<file path="src/rtl/cpu_ctrl_pkg.sv">
// Shared control-decode constants and state type for the EX-stage hazard logic.
package cpu_ctrl_pkg;

    localparam logic [5:0] OP_RTYPE  = 6'b000000;
    localparam logic [5:0] OP_ADDI   = 6'b001000;
    localparam logic [5:0] OP_BEQ    = 6'b000100;
    localparam logic [5:0] OP_BNE    = 6'b000101;
    localparam logic [5:0] FUNCT_DIV = 6'b011010;

    typedef enum logic [1:0] {
        RUN,
        FLUSH,
        DIV_WAIT
    } ctrl_state_t;

    // Width needed to hold the larger of the two counting ranges, plus headroom.
    function automatic int unsigned ctr_width(input int unsigned a, input int unsigned b);
        return $clog2((a > b) ? a : b) + 1;
    endfunction

endpackage

</file>
<file path="src/rtl/hazard_flush_ctrl_if.sv">
// EX-stage view of the pipeline: decoded instruction fields in, flush/stall/divider controls out.
interface hazard_flush_ctrl_if;

    logic [5:0] OpCode_EX;
    logic [5:0] Funct_EX;
    logic       ALUZero;
    logic       DivDone;

    logic       PCSrc;
    logic       FlushIFID;
    logic       FlushIDEX;
    logic       StallPC;
    logic       StallIFID;
    logic       DivStart;
    logic       DivError;

    // Controller side
    modport master (
        input  OpCode_EX, Funct_EX, ALUZero, DivDone,
        output PCSrc, FlushIFID, FlushIDEX, StallPC, StallIFID, DivStart, DivError
    );

    // Pipeline / divider side
    modport slave (
        output OpCode_EX, Funct_EX, ALUZero, DivDone,
        input  PCSrc, FlushIFID, FlushIDEX, StallPC, StallIFID, DivStart, DivError
    );

endinterface

</file>
<file path="src/rtl/hazard_flush_ctrl_cycle_counter.sv">
// Shared up/down counter: times the flush window and the divider timeout.
module cycle_counter #(
    parameter int unsigned W = 4
) (
    input  logic         Clk,
    input  logic         Reset,
    input  logic         clr,
    input  logic         load,
    input  logic [W-1:0] load_val,
    input  logic         inc,
    input  logic         dec,
    input  logic [W-1:0] term,
    output logic         is_zero,
    output logic         at_term
);

    logic [W-1:0] count;

    // Counter update; clear beats load beats decrement beats increment.
    always_ff @(posedge Clk) begin
        if (Reset) begin
            count <= '0;
        end else if (clr) begin
            count <= '0;
        end else if (load) begin
            count <= load_val;
        end else if (dec) begin
            count <= count - W'(1);
        end else if (inc) begin
            count <= count + W'(1);
        end
    end

    // Terminal compares against the current count.
    always_comb begin
        is_zero = (count == '0);
        at_term = (count == term);
    end

endmodule

</file>
<file path="src/rtl/hazard_flush_ctrl.sv">
// EX-stage branch flush and multi-cycle divide sequencing for the ID/EX boundary.
module hazard_flush_ctrl
    import cpu_ctrl_pkg::*;
#(
    parameter int unsigned FLUSH_CYCLES = 1,
    parameter logic [5:0]  DIV_FUNCT    = 6'b011010,
    parameter int unsigned DIV_TIMEOUT  = 40
) (
    input  logic                  Clk,
    input  logic                  Reset,
    hazard_flush_ctrl_if.master   bus
);

    localparam int unsigned   CW         = ctr_width(FLUSH_CYCLES, DIV_TIMEOUT);
    localparam logic [CW-1:0] FLUSH_LOAD = CW'(FLUSH_CYCLES - 1);
    localparam logic [CW-1:0] DIV_TERM   = CW'(DIV_TIMEOUT - 1);

    ctrl_state_t   state;
    logic          taken;
    logic          is_div;
    logic          cnt_clr;
    logic          cnt_load;
    logic          cnt_inc;
    logic          cnt_dec;
    logic [CW-1:0] cnt_load_val;
    logic          cnt_zero;
    logic          cnt_term;

    logic pc_src_q;
    logic flush_ifid_q;
    logic flush_idex_q;
    logic stall_pc_q;
    logic stall_ifid_q;
    logic div_start_q;
    logic div_error_q;

    // Decode of the instruction currently in EX.
    always_comb begin
        taken  = ((bus.OpCode_EX == OP_BEQ) &&  bus.ALUZero) ||
                 ((bus.OpCode_EX == OP_BNE) && !bus.ALUZero);
        is_div = (bus.OpCode_EX == OP_RTYPE) && (bus.Funct_EX == DIV_FUNCT);
    end

    // Counter commands derived from the current state and inputs.
    always_comb begin
        cnt_clr      = 1'b0;
        cnt_load     = 1'b0;
        cnt_inc      = 1'b0;
        cnt_dec      = 1'b0;
        cnt_load_val = '0;
        case (state)
            RUN: begin
                if (taken) begin
                    cnt_load     = 1'b1;
                    cnt_load_val = FLUSH_LOAD;
                end else if (is_div) begin
                    cnt_clr = 1'b1;
                end
            end
            FLUSH: begin
                cnt_dec = !cnt_zero;
            end
            DIV_WAIT: begin
                cnt_inc = !bus.DivDone && !cnt_term;
            end
            default: begin
                cnt_clr = 1'b1;
            end
        endcase
    end

    cycle_counter #(
        .W (CW)
    ) u_cnt (
        .Clk      (Clk),
        .Reset    (Reset),
        .clr      (cnt_clr),
        .load     (cnt_load),
        .load_val (cnt_load_val),
        .inc      (cnt_inc),
        .dec      (cnt_dec),
        .term     (DIV_TERM),
        .is_zero  (cnt_zero),
        .at_term  (cnt_term)
    );

    // Control FSM with registered outputs; PCSrc and DivStart are single-cycle pulses.
    always_ff @(posedge Clk) begin
        if (Reset) begin
            state        <= RUN;
            pc_src_q     <= 1'b0;
            flush_ifid_q <= 1'b0;
            flush_idex_q <= 1'b0;
            stall_pc_q   <= 1'b0;
            stall_ifid_q <= 1'b0;
            div_start_q  <= 1'b0;
            div_error_q  <= 1'b0;
        end else begin
            pc_src_q    <= 1'b0;
            div_start_q <= 1'b0;
            case (state)
                RUN: begin
                    if (taken) begin
                        pc_src_q     <= 1'b1;
                        flush_ifid_q <= 1'b1;
                        flush_idex_q <= 1'b1;
                        // A one-cycle window needs no FLUSH state: RUN drops the flushes next edge.
                        state        <= (FLUSH_CYCLES > 1) ? FLUSH : RUN;
                    end else if (is_div) begin
                        div_start_q  <= 1'b1;
                        stall_pc_q   <= 1'b1;
                        stall_ifid_q <= 1'b1;
                        flush_idex_q <= 1'b1;
                        state        <= DIV_WAIT;
                    end else begin
                        flush_ifid_q <= 1'b0;
                        flush_idex_q <= 1'b0;
                        stall_pc_q   <= 1'b0;
                        stall_ifid_q <= 1'b0;
                    end
                end
                FLUSH: begin
                    if (cnt_zero) begin
                        flush_ifid_q <= 1'b0;
                        flush_idex_q <= 1'b0;
                        state        <= RUN;
                    end
                end
                DIV_WAIT: begin
                    if (bus.DivDone) begin
                        stall_pc_q   <= 1'b0;
                        stall_ifid_q <= 1'b0;
                        flush_idex_q <= 1'b0;
                        state        <= RUN;
                    end else if (cnt_term) begin
                        div_error_q  <= 1'b1;
                        stall_pc_q   <= 1'b0;
                        stall_ifid_q <= 1'b0;
                        flush_idex_q <= 1'b0;
                        state        <= RUN;
                    end
                end
                default: begin
                    state <= RUN;
                end
            endcase
        end
    end

    assign bus.PCSrc     = pc_src_q;
    assign bus.FlushIFID = flush_ifid_q;
    assign bus.FlushIDEX = flush_idex_q;
    assign bus.StallPC   = stall_pc_q;
    assign bus.StallIFID = stall_ifid_q;
    assign bus.DivStart  = div_start_q;
    assign bus.DivError  = div_error_q;

endmodule

</file>
<file path="src/flat_wrapper.sv">
// flat-port wrapper written by rule: the top's interface ports become plain ports
module hazard_flush_ctrl_flat import cpu_ctrl_pkg::*;
#(
    parameter int unsigned FLUSH_CYCLES = 1,
    parameter logic [5:0]  DIV_FUNCT    = 6'b011010,
    parameter int unsigned DIV_TIMEOUT  = 40
)
  (Clk, Reset, bus_OpCode_EX, bus_Funct_EX, bus_ALUZero, bus_DivDone, bus_PCSrc, bus_FlushIFID, bus_FlushIDEX, bus_StallPC, bus_StallIFID, bus_DivStart, bus_DivError);
  hazard_flush_ctrl_if bus_i ();
  input  logic Clk;
  input  logic Reset;
  input wire logic [$bits(bus_i.OpCode_EX)-1:0] bus_OpCode_EX;
  input wire logic [$bits(bus_i.Funct_EX)-1:0] bus_Funct_EX;
  input wire logic [$bits(bus_i.ALUZero)-1:0] bus_ALUZero;
  input wire logic [$bits(bus_i.DivDone)-1:0] bus_DivDone;
  output wire logic [$bits(bus_i.PCSrc)-1:0] bus_PCSrc;
  output wire logic [$bits(bus_i.FlushIFID)-1:0] bus_FlushIFID;
  output wire logic [$bits(bus_i.FlushIDEX)-1:0] bus_FlushIDEX;
  output wire logic [$bits(bus_i.StallPC)-1:0] bus_StallPC;
  output wire logic [$bits(bus_i.StallIFID)-1:0] bus_StallIFID;
  output wire logic [$bits(bus_i.DivStart)-1:0] bus_DivStart;
  output wire logic [$bits(bus_i.DivError)-1:0] bus_DivError;
  assign bus_i.OpCode_EX = bus_OpCode_EX;
  assign bus_i.Funct_EX = bus_Funct_EX;
  assign bus_i.ALUZero = bus_ALUZero;
  assign bus_i.DivDone = bus_DivDone;
  assign bus_PCSrc = bus_i.PCSrc;
  assign bus_FlushIFID = bus_i.FlushIFID;
  assign bus_FlushIDEX = bus_i.FlushIDEX;
  assign bus_StallPC = bus_i.StallPC;
  assign bus_StallIFID = bus_i.StallIFID;
  assign bus_DivStart = bus_i.DivStart;
  assign bus_DivError = bus_i.DivError;
  hazard_flush_ctrl #(.FLUSH_CYCLES(FLUSH_CYCLES), .DIV_FUNCT(DIV_FUNCT), .DIV_TIMEOUT(DIV_TIMEOUT)) u_core (.Clk(Clk), .Reset(Reset), .bus(bus_i));
endmodule
</file>
<file path="config.mk">
export PLATFORM = sky130hd
export DESIGN_NAME = hazard_flush_ctrl_flat
export DESIGN_NICKNAME = d
export VERILOG_FILES = /design/src/rtl/cpu_ctrl_pkg.sv /design/src/rtl/hazard_flush_ctrl_if.sv /design/src/rtl/hazard_flush_ctrl_cycle_counter.sv /design/src/rtl/hazard_flush_ctrl.sv /design/src/flat_wrapper.sv
export SDC_FILE = /design/constraint.sdc
export NUM_CORES = 1
export LEC_CHECK = 0
export BUFFER_PORTS_ARGS = -buffer_cell sky130_fd_sc_hd__buf_2
export CORE_MARGIN = 4
export CORE_UTILIZATION = 55
export CTS_BUF_LIST = sky130_fd_sc_hd__clkbuf_8
export DETAILED_ROUTE_END_ITERATION = 10
export PLACE_DENSITY_LB_ADDON = 0.1
export RECOVER_POWER = 100
export REMOVE_ABC_BUFFERS = 1
export SYNTH_ARGS = -nofsm -noshare
export SYNTH_HDL_FRONTEND = slang
export SYNTH_HIERARCHICAL = 1
export SYNTH_SLANG_ARGS = --single-unit
</file>
<file path="constraint.sdc">
create_clock -name Clk -period 2.45 [get_ports Clk]
set_clock_uncertainty 0.1 [all_clocks]
set_input_delay 0.3675 -clock Clk [delete_from_list [all_inputs] [get_ports Clk]]
set_output_delay 0.3675 -clock Clk [all_outputs]
set_load 0.01 [all_outputs]
</file>
==> impl_metrics.csv, run 1 <==
group,metric,value,unit
outcome,status,"finished clean",
clock_network,cts_tree,"built",
critical_path,endpoint_kind,"flip-flop",
critical_path,worst-path-buf-inv,3,
critical_path,cp_common_cell,"nor2_1",
clock_network,holdBufCountCts,0,
sta,period_share,85.6,%
critical_path,crit_fanout,14,
critical_path,cp_cell_sequence,"buf_2 > or4_1 > nor2_1 > nand2_2 > inv_1 > clkbuf_1 > mux2i_1 > nor2_1",
finish,drive_above_1_share,17.4,%
clock_network,clockBufferDepth,2,
routing,finalWirelength,2.19,mm
synthesis,netlist_area,982,um^2
sta,worst_slew_pin_slew,552,ps
sta,rsz0062_at_grt,"no",
grt,grt_pass1_wl,3.77,mm
sta,setup_viol,0,
die,die_h,50.3,um
critical_path,critPathArrivalTime,2120,ps
power,power,0.000657,W
routing,vias_per_cell,4.85,
finish,num_antenna_cells,0,
die,die_w,50.3,um
power,worst_ir_drop_vdd,0.000303,V
critical_path,critPathLaunchType,"input pin",
critical_path,critPathSlowestCell,"or4_1",
clock_network,cts.sinks,14,
sta,hold_ws,275,ps
synthesis,synth_area_per_cell,8.25,um^2
grt,first_global_vias,892,
synthesis,syn_inst,119,
run,cap_violations,0,
routing,vias,931,
sta,tns,0,ps
place,routabilityCongestion,0.809,
sta,finalHoldViolations,0,
clock_network,cts_buffers,3,
clock_network,htreeDepth,1,
critical_path,worst-setup-path-type,"in -> reg",
place,hpwl,1.74,mm
routing,drtAntennaViolNets,0,
sta,slew_headroom,63.0,%
die,ios,23,
finish,postLayoutCoreUtil,73.3,%
die,rows,15,
grt,grt_max_degree,15,
clock_network,clock_latency,240,ps
power,leakage,0.557,nW
routing,drcViolationCount,0,
sta,finalCriticalPeriod,2100,ps
critical_path,cpLargestDelayFamily,"simple AND/OR/NAND/NOR gates",
routing,wl_per_cell,11.4,um
grt,antenna_found_initial,0,
sta,maxSlewViolCount,0,
die,dieArea,0.00253,mm^2
power,p_per_area,524,mW/mm^2
grt,grt.total_usage,19.2,%
sta,layout_setup_ws,352,ps
critical_path,cpPeakStageDelay,540,ps
clock_network,postCtsSetupBuffers,0,
sta,fmax,0.477,GHz
critical_path,worstPathRequired,2470,ps
synthesis,synth_warnings,6,
routing,initialDrtViolationCount,26,
place,io_buffers,22,
clock_network,cts.clk_slew.worst_paths,60,ps
place,place_worst_setup_slack,89.7,ps
finish,syn2layout_area_growth,27.5,%
min_path,hold_path_class,"in -> reg",
die,start_util,57.5,%
grt,grt_overflow_total,0,
clock_network,cts-root-buf,"clkbuf_8",
routing,dr.pass1.iters,6,
die,core_area,0.00171,mm^2
finish,nNetsFinal,190,
finish,nFillCells,159,
==> layout by cell type, fill, tap and decap left out, types with 2 or more instances in the layout <==
cell type  instances
conb_1            25
buf_2             15
dfxtp_1           14
nor2_1            13
inv_1             10
clkbuf_1           8
nand2_1            7
xor2_1             7
a21oi_1            7
xnor2_1            5
ha_1               5
clkbuf_8           4
o21ai_1            4
a31oi_1            2
a21o_1             2
nor3_1             2
nand2b_1           2
nand3b_1           2
a211oi_1           2
mux2i_1            2
a221oi_1           2
==> where the power goes <==
| part | switching, W | total, W | internal (W) |
|---|---|---|---|
| Clock | 0.0000795 | 0.000222 | 0.000142 |
| Sequential | 0.0000163 | 0.000261 | 0.000244 |
| Combinational | 0.0000911 | 0.000175 | 0.0000836 |
| Total | 0.000187 | 0.000657 | 0.000470 |
==> worst paths after layout <==
path,slack [ps],to,startpoint,depth (start not counted)
setup / recovery,350,u_core/u_cnt/count[2],bus_OpCode_EX[1],8
hold / removal,280,u_core/bus.StallIFID,Reset,2
setup reg to reg,360,u_core/u_cnt/count[1],u_core/u_cnt/count[1],9
hold reg to reg,360,u_core/bus.FlushIDEX,u_core/bus.FlushIDEX,2
==> per-layer routing <==
metal,part of all wire [%],global-route usage [%]
met1,43,23.5
met2,53,34.3
met3,3.5,2.67
met4,0.59,5.53
met5,0,0
==> registers in the layout (all words and copies together) (netlist names) <==
name	flops
u_core/bus.DivError	1
u_core/state	1
u_core/bus.FlushIFID	1
u_core/bus.DivStart	1
u_core/bus.PCSrc	1
u_core/u_cnt/count	7
u_core/bus.FlushIDEX	1
u_core/bus.StallIFID	1
==> repair_timing <==
item | CTS | global route
hold endpoints to repair | 0 | 0
gates resized for setup | 0 | 2
endpoints found under the setup margin | 0 | 6
==> metrics by stage <==
stage               std cells  instance area (um^2)
finish                    192                  1250
global route              192                  1250
CTS                       192                  1260
detailed placement        188                  1210
floorplan                 139                  1050
global placement          188                  1210
==> area by class of cell <==
class                           count  area, um^2  share of cell area [%]
Clock buffer                        4        55.1                    4.40
Tap cell                           25        31.3                    2.50
Sequential cell                    14         280                    22.4
Timing Repair Buffer               24         113                    8.99
Inverter                           11        41.3                    3.30
Multi-Input combinational cell    114         732                    58.4
Note: power is estimated with default switching activity, not from simulation.
==> inputs of run 2 (changes only) <==
--- a/config.mk
+++ b/config.mk
@@ -6,6 +6,7 @@
 export NUM_CORES = 1
 export LEC_CHECK = 0
 export BUFFER_PORTS_ARGS = -buffer_cell sky130_fd_sc_hd__buf_2
+export CORE_ASPECT_RATIO = 0.9
 export CORE_MARGIN = 4
 export CORE_UTILIZATION = 55
 export CTS_BUF_LIST = sky130_fd_sc_hd__clkbuf_8
==> constraint.sdc (replaced) <==
create_clock -name Clk -period 2.1 [get_ports Clk]
set_clock_uncertainty 0.1 [all_clocks]
set_input_delay 0.315 -clock Clk [delete_from_list [all_inputs] [get_ports Clk]]
set_output_delay 0.315 -clock Clk [all_outputs]
set_load 0.01 [all_outputs]
==> run 2 against run 1 <==
Effect of this change:
- critical path depth up 2
- sequential power grew 15%
- via count rose by 1.9%
- sequential cell count unchanged
- global-route usage increased by 2.4 points
- critical endpoint is now u_core/u_cnt/count[6]
==> impl_metrics.csv, run 2 (same netlist as run 1, synthesis figures left out) <==
group,metric,value,unit
critical_path,r2r_cells,10,
clock_network,clock_latency,240,ps
clock_network,cts.sinks,14,
routing,initialDrtViolationCount,12,
place,hpwl,1.89,mm
min_path,holdPathEnd,"u_core/bus.StallIFID",
routing,drcViolationCount,0,
critical_path,crit_fanout,6,
die,dieArea,0.00253,mm^2
critical_path,critPathSlowestCell,"dfxtp_1",
clock_network,cts_buffers,3,
sta,finalCriticalPeriod,2030,ps
routing,vias,949,
finish,nNetsFinal,203,
place,io_buffers,22,
place,place_worst_setup_slack,-116,ps
sta,rsz0062_at_grt,"yes",
die,ios,23,
place,routabilityCongestion,0.825,
clock_network,holdBufCountCts,0,
min_path,min_path_cells,2,
outcome,status,"finished clean",
sta,fmax,0.493,GHz
critical_path,worst-setup-path-type,"reg -> reg",
die,rows,14,
die,die_w,52.5,um
finish,num_antenna_cells,0,
grt,grt.total_usage,21.6,%
finish,regMostFlops,"u_core/u_cnt/count",
routing,drtAntennaViolNets,0,
finish,drive_above_1_share,22.9,%
grt,antenna_found_initial,0,
routing,vias_per_cell,4.67,
critical_path,worstPathRequired,2110,ps
sta,period_share,96.6,%
routing,dr.pass1.iters,4,
finish,final_cell_mix,"conb_1, buf_2, dfxtp_1, buf_4, nor2_1",
run,cap_violations,0,
power,p_per_area,558,mW/mm^2
sta,hold_ws,239,ps
critical_path,cpPeakStageDelay,330,ps
clock_network,htreeDepth,1,
clock_network,clockBufferDepth,2,
power,worst_ir_drop_vdd,0.000468,V
sta,setup_viol,0,
grt,grt_pass1_wl,3.94,mm
grt,grt_max_degree,10,
min_path,min_from,"Reset",
critical_path,r2r_slack,70,ps
sta,maxSlewViolCount,0,
clock_network,cts.clk_slew.worst_paths,50,ps
finish,largest_reg_flops,7,
critical_path,cp_cell_sequence,"xnor2_1 > nand4_1 > nor4_1 > buf_4 > nor3b_4 > nand3b_1 > a211oi_1 > a211oi_2 > mux2i_1 > o21ai_1",
critical_path,critPathLaunchType,"flip-flop",
finish,syn2layout_area_growth,36.4,%
die,core_area,0.00168,mm^2
critical_path,endpoint_kind,"flip-flop",
critical_path,critPathArrivalTime,2040,ps
critical_path,r2r_end,"u_core/u_cnt/count[6]",
clock_network,cts-root-buf,"clkbuf_8",
clock_network,cts_tree,"built",
die,die_h,48.1,um
min_path,hold_path_class,"in -> reg",
grt,grt_overflow_total,0,
die,start_util,58.4,%
power,leakage,0.617,nW
routing,wl_per_cell,11.5,um
finish,final_common_cell,"conb_1",
sta,layout_setup_ws,71.5,ps
sta,finalHoldViolations,0,
critical_path,r2r_start,"u_core/u_cnt/count[4]",
grt,first_global_vias,921,
routing,finalWirelength,2.34,mm
run 2: cell types whose count changed in the layout (fill, tap and decap cells not counted), sizes merged:
| cell | previous run | this run |
|---|---|---|
| buf | 16 | 29 |
| clkbuf | 12 | 11 |
run 2: final cells by class:
cell class                      instances  area, um^2
Tap cell                               24        30.0
Timing Repair Buffer                   37         210
Multi-Input combinational cell        114         737
Inverter                               11        41.3
Fill cell                             125         342
Sequential cell                        14         280
Clock buffer                            3        41.3
run 2: worst max-delay path by stage:
stage	from	to	slack [ps]
2_1_floorplan	u_core/u_cnt/count[1]	u_core/u_cnt/count[6]	70
3_3_place_gp	u_core/u_cnt/count[3]	u_core/u_cnt/count[6]	-40
3_5_place_dp	u_core/u_cnt/count[0]	u_core/u_cnt/count[6]	-120
4_1_cts	u_core/u_cnt/count[0]	u_core/u_cnt/count[6]	80
5_1_grt	u_core/u_cnt/count[0]	u_core/u_cnt/count[6]	-70
6_report	u_core/u_cnt/count[4]	u_core/u_cnt/count[6]	70
run 2: timing repair:
| action | 4_1_cts | 5_1_grt |
|---|---|---|
| resized for setup | 1 | 2 |
| gates cloned | 0 | 0 |
| setup buffers | 0 | 0 |
| endpoints found under the setup margin | 7 | 4 |
run 2: through the flow:
step	setup TNS, ps	total power [W]	util (%)	cells	instance area (um^2)
floorplan	0	0.000461	-	139	1050
global placement	-49.6	0.000533	77.7	200	1310
detailed placement	-234	0.000540	77.7	200	1310
CTS	0	0.000749	80.4	203	1350
global route	-68.4	0.000798	79.7	203	1340
finish	0	0.000748	79.7	203	1340
run 2: routing by layer:
metal	GRT usage, %	vias to the layer above	part of all wire (%)	routed length [um]
met4	4.59	0	2.0	46
met1	25.6	421	42	994
li1	-	510	-	-
met5	0	-	0	0
met3	7.03	4	2.9	69
met2	38.9	14	53	1230
run 2: where the power goes:
group	switching [W]	internal, W	total (W)
clock	0.0000817	0.000126	0.000208
combinational	0.000118	0.000122	0.000241
sequential	0.0000138	0.000285	0.000299
run 2: worst max-delay path: cells and delay by family, from the launching register on:
kind / cells / cell delay, ps
AOI/OAI and AO/OA: 3 / 370
xor gates and xnor gates: 1 / 170
buffers and inverters: 1 / 190
DFF: 1 / 330
muxes: 1 / 200
and+or+nand+nor: 4 / 550
